[src/rtl/serial_sub16.sv]
// Bit-serial two's-complement subtractor: d = a - b, one bit per clock, LSB first.
// Uses a single full-subtractor cell and a borrow flop, with a start/busy/done handshake.
module serial_sub16 #(
  parameter int WIDTH = 16
) (
  input  logic             clk,
  input  logic             reset,
  input  logic             start,
  input  logic [WIDTH-1:0] a,
  input  logic [WIDTH-1:0] b,
  output logic             busy,
  output logic             done,
  output logic [WIDTH-1:0] d,
  output logic             borrow,
  output logic             ovfl,
  output logic             zero
);

  localparam int CNT_W = (WIDTH > 2) ? $clog2(WIDTH) : 1;
  localparam logic [CNT_W-1:0] LAST_BIT = CNT_W'(WIDTH - 1);

  typedef enum logic [1:0] {
    ST_IDLE = 2'd0,
    ST_RUN  = 2'd1,
    ST_DONE = 2'd2
  } state_t;

  state_t           state_q;
  logic [WIDTH-1:0] a_q;
  logic [WIDTH-1:0] b_q;
  logic [WIDTH-1:0] res_q;
  logic             br_q;
  logic [CNT_W-1:0] cnt_q;
  logic             a_msb_q;
  logic             b_msb_q;
  logic             busy_q;
  logic             done_q;
  logic [WIDTH-1:0] d_q;
  logic             borrow_q;
  logic             ovfl_q;
  logic             zero_q;

  logic             diff_d;
  logic             br_d;
  logic [WIDTH-1:0] res_d;
  logic             ovfl_d;

  // Shared full-subtractor cell and the result word as it will look after this bit.
  always_comb begin
    diff_d = a_q[0] ^ b_q[0] ^ br_q;
    br_d   = (~a_q[0] & b_q[0]) | (~(a_q[0] ^ b_q[0]) & br_q);
    res_d  = {diff_d, res_q[WIDTH-1:1]};
    // Overflow only when operand signs differ and the result sign departs from a's.
    ovfl_d = (a_msb_q != b_msb_q) && (res_d[WIDTH-1] != a_msb_q);
  end

  // Control FSM, datapath shift registers and registered result outputs.
  always_ff @(posedge clk) begin
    if (reset) begin
      state_q  <= ST_IDLE;
      a_q      <= '0;
      b_q      <= '0;
      res_q    <= '0;
      br_q     <= 1'b0;
      cnt_q    <= '0;
      a_msb_q  <= 1'b0;
      b_msb_q  <= 1'b0;
      busy_q   <= 1'b0;
      done_q   <= 1'b0;
      d_q      <= '0;
      borrow_q <= 1'b0;
      ovfl_q   <= 1'b0;
      zero_q   <= 1'b0;
    end else begin
      case (state_q)
        ST_IDLE: begin
          done_q <= 1'b0;
          if (start) begin
            a_q     <= a;
            b_q     <= b;
            a_msb_q <= a[WIDTH-1];
            b_msb_q <= b[WIDTH-1];
            res_q   <= '0;
            br_q    <= 1'b0;
            cnt_q   <= '0;
            busy_q  <= 1'b1;
            state_q <= ST_RUN;
          end else begin
            busy_q  <= 1'b0;
            state_q <= ST_IDLE;
          end
        end
        ST_RUN: begin
          a_q   <= {1'b0, a_q[WIDTH-1:1]};
          b_q   <= {1'b0, b_q[WIDTH-1:1]};
          res_q <= res_d;
          br_q  <= br_d;
          cnt_q <= cnt_q + CNT_W'(1);
          if (cnt_q == LAST_BIT) begin
            d_q      <= res_d;
            borrow_q <= br_d;
            ovfl_q   <= ovfl_d;
            zero_q   <= (res_d == '0);
            busy_q   <= 1'b0;
            done_q   <= 1'b1;
            state_q  <= ST_DONE;
          end else begin
            busy_q  <= 1'b1;
            done_q  <= 1'b0;
            state_q <= ST_RUN;
          end
        end
        ST_DONE: begin
          busy_q  <= 1'b0;
          done_q  <= 1'b0;
          state_q <= ST_IDLE;
        end
        default: begin
          busy_q  <= 1'b0;
          done_q  <= 1'b0;
          state_q <= ST_IDLE;
        end
      endcase
    end
  end

  assign busy   = busy_q;
  assign done   = done_q;
  assign d      = d_q;
  assign borrow = borrow_q;
  assign ovfl   = ovfl_q;
  assign zero   = zero_q;

endmodule

[config.mk]
export PLATFORM = sky130hd
export DESIGN_NAME = serial_sub16
export DESIGN_NICKNAME = d
export VERILOG_FILES = /design/src/rtl/serial_sub16.sv
export SDC_FILE = /design/constraint.sdc
export NUM_CORES = 1
export LEC_CHECK = 0
export ABC_AREA = 1
export ABC_CLOCK_PERIOD_IN_PS = 1700
export BUFFER_PORTS_ARGS = -buffer_cell sky130_fd_sc_hd__buf_4
export CAP_MARGIN = 15
export CORE_ASPECT_RATIO = 0.8
export CORE_MARGIN = 8
export CORE_UTILIZATION = 32
export DETAILED_ROUTE_END_ITERATION = 16
export GPL_TIMING_DRIVEN = 0
export PLACE_DENSITY = 0.56
export SLEW_MARGIN = 20
export SYNTH_ARGS = -nofsm -noshare
export SYNTH_HDL_FRONTEND = slang
export SYNTH_SLANG_ARGS = --single-unit
[constraint.sdc]
create_clock -name clk -period 1.7 [get_ports clk]
set_input_delay 0.34 -clock clk [delete_from_list [all_inputs] [get_ports clk]]
set_output_delay 0.34 -clock clk [all_outputs]
set_load 0.03 [all_outputs]
==> results.md <==
* RSZ-0062 raised after global routing: no
* Critical path class: flop to flop
* Diode count at 0
* Initial Util at about a third
* Vias in the first global route at about 2900
* GRT Overall Usage at between 10% and 20%
* DRC at 0
* Max VDD drop at 0.587 mV
* Outcome: completed
* Final net count at 574
* CP delay by family, top: simple AND/OR/NAND/NOR gates
* Met1 GRT Util at around 16%
* Root buffer cell: clkbuf_16
* Setup crit end kind: flop
* CP Data Required Time at ~1.9 ns
* Post-Route WL at 8.08 mm
* Worst min path class: primary input to flop
* Synth Instances at 472
* Hold Vio Cnt, Final at 0
* Unique masters post-synth at 26
* Cell with the most instances after synthesis: nand2_1
* Post-layout utilization of the core at 41.2%
* Worst slew pin tran at 0.617 ns
* CTS HTree Levels at 3
* EDFF count, synth at 0
* Drt initial violations at 148
* Dominant cell type by area after synthesis: dfxtp_1
* Crit Path Max Fanout at 10
* Die W at 129 um
* # setup viols final at 0
* Peak Freq at about 660 MHz
* Top-Level Pins at 56
* Most used cell, CP: nand2_1
* Post-synthesis mux area share at 0%
* Met3 Usage GRT at under 10%
* Fillers at 1086
* Pre-Repair DR Iteration Count at 4
* Total number of vias at between 2000 and 3000
* Post-synth ARST share at 0%
* Dpl cell area at 0.00384 mm2
* Detail Placement HPWL at 5.78 mm
* Maxcap violations at 0
* CTS buffer count at 9
* Post-synthesis compound-gate area fraction at a little over 5%
* Worst skew pair latency at 0.33 ns
* Crit share post-route at 89.0%
* Post-synth top area share at between 40% and 50%
* CP max-delay cell: dfxtp_1
* Initial antenna violation count at 0
* First-pass GRT wire length at 13.7 mm
* Mean Syn Cell Area at ~7 um2
* CP Buf/Inv Count at 1
* Met2 Track Usage GR at 18.7%
* ANT nets after route at 0
* Worst hold slack at 0.298 ns
* Global route total overflow at 0
* CTS tree: built
* Min cycle time layout at 1.51 ns
* CP Cell Sequence: ha_1 > nand2_1 > nor2_1 > nand2_2 > buf_2 > nand3_1 > nand2_1
* Post-synthesis sequential area ratio at 46.6%
* Post-Synth Simple-Gate Area at around 37%
* Die height at 106 um
* Die area at 0.0137 mm2
* Cell Pwr Density at between 1000 and 1500 mW/mm2
* Main combinational cell family by area after synthesis: simple AND/OR/NAND/NOR gates
* Gr busiest metal: met2
* Gpl congestion at 0.797
* Largest stage delay on the critical path at 0.41 ns
* Routed length per instance at roughly 12 um
* Layout Skew at 0.00454 ns
* Xor-xnor portion of the synthesized cell area at 0%
* Syn nets at 509
* Maximum number of pins on one net before global-route repair at 13
* Clk buf depth at 2
* Seq cells post-synth at 76
* Clock tree sinks at between 70 and 80
* CTS clock-pin slew for the worst setup and hold paths at 0.06 ns
* Layout overhead on the synthesized area at 27.2%
* CP Launch Type: flop
* I/O Buffers at between 50 and 60
* Layout cells sized above 1 at 18.6%
* Arr. time, crit path at 1.74 ns
* Cell area after synthesis at 0.00326 mm2
* Vias per inst at 4.26
* Row count at 33
* Worst slew margin at 58.9%
* Total number of yosys warnings at 0
* Leakage power at 1.94 nW
* Final Instance Area at a little over 0.004 mm2
* Synth area leaders: dfxtp_1 (47%), nand2_1 (20%), nor2_1 (9.4%)
* Synth Flop Type: dfxtp_1
* Core outline area at around 0.010 mm2
* Synth top cells by count: nand2_1 (173), nor2_1 (82), dfxtp_1 (76), inv_1 (36), nand3_1 (34)
* TNS Setup at 0 ns
* Post-Synth Adder-Cell Area at 0.997%
* Final slew viol count at 0
metrics by stage:
step / setup WS, ns / power (W) / std cells
floorplan: 0.319 / 0.00218 / 472
global placement: 0.156 / 0.00233 / 666
detailed placement: 0.153 / 0.00234 / 666
CTS: 0.145 / 0.00428 / 682
global route: 0.0391 / 0.00442 / 682
finish: 0.186 / 0.00423 / 682
kinds of logic (layout without fill, tap and decap cells):
family                     after synthesis  after routing
adders and majority gates                2              2
and+or+nand+nor                        299            299
DFF                                     76             76
AOI/OAI and AO/OA                       32             32
buffers and inverters                   63            133
per-layer routing:
layer / wire length, um / up-vias / part of all wire, %
li1: - / 1574 / -
met4: 64 / 0 / 0.79
met2: 3340 / 56 / 41
met1: 4140 / 1269 / 51
met5: 0 / - / 0
met3: 536 / 5 / 6.6
power by group:
| part | leakage, nW | total, W | switching (W) | internal [W] |
|---|---|---|---|---|
| registers | 0.618 | 0.00188 | 0.0000347 | 0.00184 |
| clock network | 0.149 | 0.00193 | 0.000718 | 0.00121 |
| logic | 1.18 | 0.000422 | 0.000247 | 0.000174 |
worst paths after layout:
check	start	to	slack (ns)	depth (start not counted)
min reg2reg	a_q[15]	a_q[15]	0.47	2
min	b[13]	b_q[13]	0.30	5
max reg2reg	cnt_q[0]	d[13]	0.19	7
max	cnt_q[0]	d[13]	0.19	7
flip-flops by register name (all words and copies together), names as in the netlist, 2 cells and up:
signal	flops
a_q	16
b_q	16
d	16
res_q	15
cnt_q	4
state_q	2
cells in the final DEF (no fill, tap or decap), types with 3 or more instances in the layout:
cell | netlist | routed
dfxtp_1 | 76 | 76
clkbuf_8 | 2 | 4
nand3_1 | 34 | 34
inv_2 | 3 | 3
a21oi_1 | 23 | 23
nand2_1 | 173 | 173
clkbuf_16 | 0 | 9
buf_6 | 4 | 4
buf_2 | 5 | 5
nor2_1 | 82 | 82
o21ai_0 | 6 | 5
inv_1 | 36 | 36
clkinv_2 | 1 | 3
nand2_2 | 3 | 3
clkbuf_1 | 5 | 6
buf_4 | 6 | 60
what timing repair did:
| action | CTS | global route |
|---|---|---|
| setup endpoints to repair | 0 | 2 |
| buffers inserted | 0 | 0 |
| gates resized for setup | 0 | 2 |
| hold buffers | 0 | 0 |
final cells by class:
class	instances	area, um2	share of cell area (%)
Clock buffer	12	256	6.18
Buffer	23	165	3.98
Multi-Input combinational cell	333	1430	34.4
Inverter	40	151	3.65
Sequential cell	76	1520	36.7
Timing Repair Buffer	54	405	9.77
Tap cell	140	175	4.22
Clock inverter	4	47.5	1.15
worst reg2reg max path: stages, from the launching register on:
cell,delay [ns]
dfxtp_1,0.41
ha_1,0.24
nand2_1,0.08
nor2_1,0.12
nand2_2,0.16
buf_2,0.23
nand3_1,0.09
nand2_1,0.07
Note: power is estimated with default switching activity, not from simulation.
